[config.mk]
export PLATFORM = sky130hd
export DESIGN_NAME = adc_multi_monitor_flat
export DESIGN_NICKNAME = d
export VERILOG_FILES = /design/src/rtl/adc_multi_pkg.sv /design/src/rtl/adc_multi_monitor_if.sv /design/src/rtl/adc_limit_checker.sv /design/src/rtl/adc_multi_monitor.sv /design/src/flat_wrapper.sv
export SDC_FILE = /design/constraint.sdc
export NUM_CORES = 1
export LEC_CHECK = 0
export BUFFER_PORTS_ARGS = -buffer_cell sky130_fd_sc_hd__buf_2
export CORE_MARGIN = 2
export CORE_UTILIZATION = 55
export CTS_CLUSTER_SIZE = 24
export DETAILED_ROUTE_END_ITERATION = 6
export MAX_ROUTING_LAYER = met4
export PLACE_DENSITY = 0.74
export SLEW_MARGIN = 15
export SYNTH_ARGS = -nofsm -noshare
export SYNTH_HDL_FRONTEND = slang
export SYNTH_SLANG_ARGS = --single-unit
[constraint.sdc]
create_clock -name clk -period 4.3 [get_ports clk]
set_clock_uncertainty 0.05 [all_clocks]
set_input_delay 0.86 -clock clk [delete_from_list [all_inputs] [get_ports clk]]
set_output_delay 0.86 -clock clk [all_outputs]
set_load 0.03 [all_outputs]
[src/rtl/adc_multi_pkg.sv]
// Shared types and constants for the multi-channel serial-ADC monitor.
package adc_multi_pkg;

   typedef enum logic [2:0] {
      StIdle,
      StConvert,
      StSckHigh,
      StSckLow,
      StDone
   } state_e;

   localparam int unsigned MAX_CH    = 8;
   localparam int unsigned SEL_W     = $clog2(MAX_CH);
   // Limits come out of reset fully open; sliced to OUT_W at the use site.
   localparam logic [31:0] LIMIT_RST = 32'hFFFF_FFFF;

endpackage

[src/rtl/adc_multi_monitor_if.sv]
// Register-side bus of the ADC monitor: limit writes, status clear, published samples and flags.
interface adc_multi_monitor_if #(
   parameter int unsigned N_CH  = 2,
   parameter int unsigned OUT_W = 16
);
   import adc_multi_pkg::*;

   logic                    limit_wr;
   logic [SEL_W-1:0]        limit_sel;
   logic [OUT_W-1:0]        limit_data;
   logic                    status_clear;
   logic                    sample_valid;
   logic [N_CH*OUT_W-1:0]   sample_data;
   logic [N_CH-1:0]         limit_fail;
   logic [N_CH-1:0]         limit_sticky;
   logic                    irq;

   modport master (
      output limit_wr, limit_sel, limit_data, status_clear,
      input  sample_valid, sample_data, limit_fail, limit_sticky, irq
   );

   modport slave (
      input  limit_wr, limit_sel, limit_data, status_clear,
      output sample_valid, sample_data, limit_fail, limit_sticky, irq
   );

endinterface

[src/rtl/adc_limit_checker.sv]
// Per-channel limit register, strict unsigned over-limit compare, live and sticky fail flags.
module adc_limit_checker
   import adc_multi_pkg::*;
#(
   parameter int unsigned CH    = 0,
   parameter int unsigned OUT_W = 16
) (
   input  logic             clk,
   input  logic             rstn,
   input  logic             sample_valid,
   input  logic [OUT_W-1:0] sample,
   input  logic             limit_wr,
   input  logic [SEL_W-1:0] limit_sel,
   input  logic [OUT_W-1:0] limit_data,
   input  logic             status_clear,
   output logic             fail,
   output logic             sticky
);

   logic [OUT_W-1:0] limit_q;
   logic             fail_q;
   logic             sticky_q;
   logic             set;

   // Compares against the pre-write limit when a write lands on the same edge.
   assign set = sample_valid && (sample > limit_q);

   always_ff @(posedge clk) begin
      if (!rstn) begin
         limit_q  <= LIMIT_RST[OUT_W-1:0];
         fail_q   <= 1'b0;
         sticky_q <= 1'b0;
      end else begin
         if (limit_wr && (32'(limit_sel) == CH)) limit_q <= limit_data;
         if (sample_valid) fail_q <= set;
         if (set) sticky_q <= 1'b1;
         else if (status_clear) sticky_q <= 1'b0;
      end
   end

   assign fail   = fail_q;
   assign sticky = sticky_q;

endmodule

[src/rtl/adc_multi_monitor.sv]
// Serial-ADC front end: shared convert/sck sequencing, MSB-first capture and per-channel limits.
module adc_multi_monitor
   import adc_multi_pkg::*;
#(
   parameter int unsigned N_CH     = 2,
   parameter int unsigned DATA_W   = 14,
   parameter int unsigned OUT_W    = 16,
   parameter int unsigned CONV_CYC = 21,
   parameter int unsigned SCK_DIV  = 1
) (
   input  logic                clk,
   input  logic                rstn,
   input  logic                enable,
   input  logic [N_CH-1:0]     adc_sdo,
   output logic                adc_convert,
   output logic                adc_sck,
   adc_multi_monitor_if.slave  bus
);

   localparam int unsigned CNT_MAX = (CONV_CYC > SCK_DIV) ? CONV_CYC : SCK_DIV;
   localparam int unsigned CNT_W   = $clog2(CNT_MAX + 1);
   localparam int unsigned BIT_W   = $clog2(DATA_W + 1);

   state_e                       state_q, state_d;
   logic [CNT_W-1:0]             cnt_q, cnt_d;
   logic [BIT_W-1:0]             bit_q, bit_d;
   logic                         shift_en;
   logic                         frame_done;
   logic [N_CH-1:0][DATA_W-1:0]  shreg_q;
   logic [N_CH*OUT_W-1:0]        data_q;
   logic                         valid_q;
   logic [N_CH-1:0]              fail;
   logic [N_CH-1:0]              sticky;

   always_comb begin
      state_d    = state_q;
      cnt_d      = cnt_q;
      bit_d      = bit_q;
      shift_en   = 1'b0;
      frame_done = 1'b0;
      unique case (state_q)
         StIdle: begin
            if (enable) begin
               state_d = StConvert;
               cnt_d   = '0;
               bit_d   = '0;
            end
         end
         StConvert: begin
            if (cnt_q == CNT_W'(CONV_CYC - 1)) begin
               cnt_d   = '0;
               state_d = StSckHigh;
            end else begin
               cnt_d = cnt_q + CNT_W'(1);
            end
         end
         StSckHigh: begin
            if (cnt_q == CNT_W'(SCK_DIV - 1)) begin
               cnt_d    = '0;
               shift_en = 1'b1;
               bit_d    = bit_q + BIT_W'(1);
               state_d  = StSckLow;
            end else begin
               cnt_d = cnt_q + CNT_W'(1);
            end
         end
         StSckLow: begin
            if (cnt_q == CNT_W'(SCK_DIV - 1)) begin
               cnt_d = '0;
               if (bit_q == BIT_W'(DATA_W)) begin
                  state_d    = StDone;
                  frame_done = 1'b1;
               end else begin
                  state_d = StSckHigh;
               end
            end else begin
               cnt_d = cnt_q + CNT_W'(1);
            end
         end
         StDone:  state_d = StIdle;
         default: state_d = StIdle;
      endcase
   end

   always_ff @(posedge clk) begin
      if (!rstn) begin
         state_q <= StIdle;
         cnt_q   <= '0;
         bit_q   <= '0;
         shreg_q <= '0;
         data_q  <= '0;
         valid_q <= 1'b0;
      end else begin
         state_q <= state_d;
         cnt_q   <= cnt_d;
         bit_q   <= bit_d;
         valid_q <= frame_done;
         for (int k = 0; k < int'(N_CH); k++) begin
            if (shift_en) shreg_q[k] <= (shreg_q[k] << 1) | DATA_W'(adc_sdo[k]);
            if (frame_done) data_q[k*OUT_W +: OUT_W] <= OUT_W'(shreg_q[k]);
         end
      end
   end

   // Convert is high for the IDLE launch cycle plus all but the last CONVERT cycle, so the
   // strobe lasts CONV_CYC cycles and one low cycle separates it from the first sck rise.
   assign adc_convert = rstn && (((state_q == StIdle) && enable) ||
                                 ((state_q == StConvert) && (cnt_q != CNT_W'(CONV_CYC - 1))));
   assign adc_sck     = (state_q == StSckHigh);

   for (genvar k = 0; k < N_CH; k++) begin : g_chk
      adc_limit_checker #(
         .CH    (k),
         .OUT_W (OUT_W)
      ) u_chk (
         .clk          (clk),
         .rstn         (rstn),
         .sample_valid (valid_q),
         .sample       (data_q[k*OUT_W +: OUT_W]),
         .limit_wr     (bus.limit_wr),
         .limit_sel    (bus.limit_sel),
         .limit_data   (bus.limit_data),
         .status_clear (bus.status_clear),
         .fail         (fail[k]),
         .sticky       (sticky[k])
      );
   end

   assign bus.sample_valid = valid_q;
   assign bus.sample_data  = data_q;
   assign bus.limit_fail   = fail;
   assign bus.limit_sticky = sticky;
   assign bus.irq          = |sticky;

endmodule
[src/flat_wrapper.sv]
// flat-port wrapper written by rule: the top's interface ports become plain ports
module adc_multi_monitor_flat import adc_multi_pkg::*;
#(
   parameter int unsigned N_CH     = 2,
   parameter int unsigned DATA_W   = 14,
   parameter int unsigned OUT_W    = 16,
   parameter int unsigned CONV_CYC = 21,
   parameter int unsigned SCK_DIV  = 1
)
  (clk, rstn, enable, adc_sdo, adc_convert, adc_sck, bus_limit_wr, bus_limit_sel, bus_limit_data, bus_status_clear, bus_sample_valid, bus_sample_data, bus_limit_fail, bus_limit_sticky, bus_irq);
  adc_multi_monitor_if #(.N_CH(N_CH), .OUT_W(OUT_W)) bus_i ();
  input  logic clk;
  input  logic rstn;
  input  logic enable;
  input  logic [N_CH-1:0] adc_sdo;
  output logic adc_convert;
  output logic adc_sck;
  input wire logic [$bits(bus_i.limit_wr)-1:0] bus_limit_wr;
  input wire logic [$bits(bus_i.limit_sel)-1:0] bus_limit_sel;
  input wire logic [$bits(bus_i.limit_data)-1:0] bus_limit_data;
  input wire logic [$bits(bus_i.status_clear)-1:0] bus_status_clear;
  output wire logic [$bits(bus_i.sample_valid)-1:0] bus_sample_valid;
  output wire logic [$bits(bus_i.sample_data)-1:0] bus_sample_data;
  output wire logic [$bits(bus_i.limit_fail)-1:0] bus_limit_fail;
  output wire logic [$bits(bus_i.limit_sticky)-1:0] bus_limit_sticky;
  output wire logic [$bits(bus_i.irq)-1:0] bus_irq;
  assign bus_i.limit_wr = bus_limit_wr;
  assign bus_i.limit_sel = bus_limit_sel;
  assign bus_i.limit_data = bus_limit_data;
  assign bus_i.status_clear = bus_status_clear;
  assign bus_sample_valid = bus_i.sample_valid;
  assign bus_sample_data = bus_i.sample_data;
  assign bus_limit_fail = bus_i.limit_fail;
  assign bus_limit_sticky = bus_i.limit_sticky;
  assign bus_irq = bus_i.irq;
  adc_multi_monitor #(.N_CH(N_CH), .DATA_W(DATA_W), .OUT_W(OUT_W), .CONV_CYC(CONV_CYC), .SCK_DIV(SCK_DIV)) u_core (.clk(clk), .rstn(rstn), .enable(enable), .adc_sdo(adc_sdo), .adc_convert(adc_convert), .adc_sck(adc_sck), .bus(bus_i));
endmodule
==> impl_summary.log <==
INFO  metric place.gp.congestion = 0.945
INFO  metric initial_utilization = 0.567
INFO  metric hold_violations = 0
INFO  metric hold-path-endpoint = u_core.bus.sample_data[13]$_SDFFE_PN0P_
INFO  metric grt_setup_unrepaired = false
INFO  metric synth_largest_type_area_fraction = 0.449
INFO  metric power_switching_share = 0.236
INFO  metric total_power = 0.00177 W
INFO  metric regToRegEndpoint = u_core.shreg_q[4]$_SDFFE_PN0P_
INFO  metric global_route_usage_sum = 0.239
INFO  metric synth.cell_area = 4690 um2
INFO  metric die_area = 9270 um2
INFO  metric final_max_slew_viol_count = 0
INFO  metric final_setup_violations = 0
INFO  metric setup.worst_path.end_class = output pin
INFO  metric top_count_cell_post_synth = nand2_1
INFO  metric period_utilization = 0.700
INFO  metric grt_pass1_vias = 3601
INFO  metric initial_drt_pass_iterations = 4
INFO  metric cp_data_arrival_time = 2100 ps
INFO  metric cts.sinks = 105
INFO  metric cts_post_setup_buffers_inserted = 0
INFO  metric yosysSeqAreaShare = 0.449
INFO  metric global_route_congestion_overflow_total = 0
INFO  metric synth_adder_area_share = 0.0854
INFO  metric dr.first_iter.drc_count = 163
INFO  metric design.core.area = 8260 um2
INFO  metric synth-xor-area-share = 0.0112
INFO  metric maxClockFrequency = 332 MHz
INFO  metric synthSimpleGateAreaFrac = 0.215
INFO  metric worst_setup_hold_path_clk_slew = 110 ps
INFO  metric yosys_warnings = 0
INFO  metric period_minus_slack = 3010 ps
INFO  metric clockRootBuffer = clkbuf_8
INFO  metric synth_mux_area_frac = 0.00240
INFO  metric worst-r2r-cell-count = 6
INFO  metric clock_tree.htree_level_count = 3
INFO  metric pin_count_of_the_biggest_net_entering_global_routing = 65
INFO  metric via_count = 3923
INFO  metric synthCells = 571
INFO  metric hold_path_depth = 2
INFO  metric numCtsBuffers = 9
INFO  metric syn_area_per_cell = 8.21 um2
INFO  metric synth_top_family_by_area = simple AND/OR/NAND/NOR gates
INFO  metric antenna_violating_nets_post_route = 0
INFO  metric async_flop_share = 0
INFO  metric core.rowCount = 33
INFO  metric ys_seq_elements = 105
INFO  metric insertion_delay = 370 ps
INFO  metric comb_power_share = 0.050
INFO  metric timing.reg2reg.setup_slack = 1930 ps
INFO  metric critical_path_required = 3390 ps
INFO  metric critPathLaunchType = flip-flop
INFO  metric ir_drop = 0.000169 V
INFO  metric criticalPathCategory = flip-flop to output pin
INFO  metric fin_setup_tns = 0 ps
INFO  metric insertedDiodeCount = 0
INFO  metric clock_tree.buffer_depth = 2
INFO  metric internal_power_of_the_cells = 0.00135 W
INFO  metric drc_errors_left = 0
INFO  metric wl_per_cell = 14.4 um
INFO  metric hold_start = u_core.shreg_q[13]$_SDFFE_PN0P_
INFO  metric post-dp-hpwl = 7520 um
INFO  metric power_leakage = 2.23 nW
INFO  metric switchingPower = 0.000418 W
INFO  metric drt-total-wl = 10400 um
INFO  metric wire_length_of_the_first_global_routing_pass = 16700 um
INFO  metric share_of_post_route_cells_with_drive_strength_above_1 = 0.141
INFO  metric synth_compound_area_frac = 0.164
INFO  metric pwr_density_cell = 341 nW/um2
INFO  metric gates_resized_cts_repair = 0
INFO  metric postCtsHoldBufs = 0
INFO  metric layout-area-overhead-vs-synth = 10.5%
INFO  metric netlist_top_cells_count = nand2_1, dfxtp_1, a21oi_1
INFO  metric holdCritPathClass = flip-flop to flip-flop
INFO  metric run_status = complete, no violations
INFO  metric overall_die_height = 96.3 um
INFO  metric crit_path_max_fanout = 4
INFO  metric worstReg2RegStart = u_core.cnt_q[0]$_SDFFE_PN0P_
INFO  metric power_frac_seq = 0.561
INFO  metric synth_area_leaders = dfxtp_1, nand2_1, ha_1
INFO  metric synth-main-ff-cell = dfxtp_1
INFO  metric buffer_ports.inserted = 61
INFO  metric die_w = 96.3 um
INFO  metric synth_top_area_cell = dfxtp_1
INFO  metric nets = 668
INFO  metric synth-edff-count = 0
INFO  metric worst-slew-pin-transition = 1100 ps
INFO  metric final_core_utilization = 0.627
INFO  metric post_drt_via_cell_ratio = 5.45
INFO  metric unique_cell_type_count_in_the_yosys_netlist = 44
INFO  metric share_clk_of_total_power = 0.390
INFO  metric antenna_violations_before_repair = 0
INFO  metric drv_cap = 0
INFO  metric tritoncts = built
INFO  metric max-slew-margin-rel = 0.269
INFO  metric num_io_pins = 66
## cell type report
| class | instances | area [um2] |
|---|---|---|
| clock buffers | 9 | 124 |
| clock inverters | 7 | 101 |
| fillers | 758 | 3080 |
| inverters | 35 | 131 |
| multi-input cells | 395 | 2260 |
| flip-flops and latches | 105 | 2100 |
| well taps | 105 | 131 |
| repair buffers | 64 | 328 |
## flip-flops by register name (all words and copies together), names as in the netlist
register,count
u_core.shreg_q,28
u_core.bus.sample_valid,1
u_core.g_chk.u_chk.limit_q,32
u_core.cnt_q,5
u_core.bus.sample_data,28
u_core.state_q,3
u_core.g_chk.u_chk.sticky,2
u_core.bit_q,4
u_core.g_chk.u_chk.fail,2
## cell usage in the layout, fill, tap and decap left out, types with 3 or more instances in the layout
| cell | count |
|---|---|
| inv_1 | 34 |
| dfxtp_1 | 105 |
| o211ai_1 | 30 |
| nand2b_1 | 3 |
| nand3_1 | 12 |
| buf_2 | 61 |
| nor2_1 | 13 |
| xnor2_1 | 4 |
| nand3b_1 | 3 |
| nor2b_1 | 5 |
| buf_4 | 3 |
| conb_1 | 4 |
| clkbuf_8 | 9 |
| a21oi_1 | 70 |
| a211oi_1 | 7 |
| ha_1 | 32 |
| o21ai_0 | 9 |
| nand4_1 | 7 |
| nand2_1 | 163 |
## critical path, cell delays in order (launching register included)
cell and delay, ps:
dfxtp_1 400, inv_1 60, ha_1 200, and4b_1 210, or4b_1 510, a21oi_1 150, buf_2 210
## layer usage
metal	vias up	wire length, um	global-route usage
met5	-	0	-
met1	1818	4860	0.300
met2	83	4900	0.388
met4	0	227	0.0775
met3	21	401	0.0446
li1	2001	-	-
## how the worst max path moves through the flow
stage / end / startpoint / cells past startpoint / slack [ps]
global route: adc_convert / u_core.cnt_q[0]$_SDFFE_PN0P_ / 6 / 1170
CTS: adc_convert / u_core.cnt_q[0]$_SDFFE_PN0P_ / 6 / 1280
global placement: adc_convert / rstn / 4 / 1450
detailed placement: adc_convert / rstn / 4 / 1450
finish: adc_convert / u_core.cnt_q[0]$_SDFFE_PN0P_ / 6 / 1290
floorplan: adc_convert / rstn / 5 / 1320
## logic make-up (layout without fill, tap and decap cells)
group	after synthesis	count (layout)
and+or+nand+nor	225	225
AOI/OAI and AO/OA	127	127
DFF	105	105
buffers and inverters	74	115
adders and majority gates	32	32
xor gates and xnor gates	6	6
other	1	4
muxes	1	1
## stage by stage
step | hold WS [ps] | instance area, um2 | cells | setup WS [ps]
floorplan | 382 | 4700 | 574 | 1320
global placement | 391 | 4950 | 704 | 1450
detailed placement | 399 | 4950 | 704 | 1450
CTS | 414 | 5180 | 720 | 1280
global route | 437 | 5180 | 720 | 1170
finish | 412 | 5180 | 720 | 1290
## power groups by stage
stage	clock, W	sequential, W	combinational, W
2_1_floorplan	0	0.00101	0.0000626
3_3_place_gp	0	0.00101	0.0000856
3_5_place_dp	0	0.00101	0.0000871
4_1_cts	0.000699	0.000991	0.0000877
5_1_grt	0.000740	0.000993	0.0000976
6_report	0.000688	0.000991	0.0000877
Power figures use the tool's default switching activity.
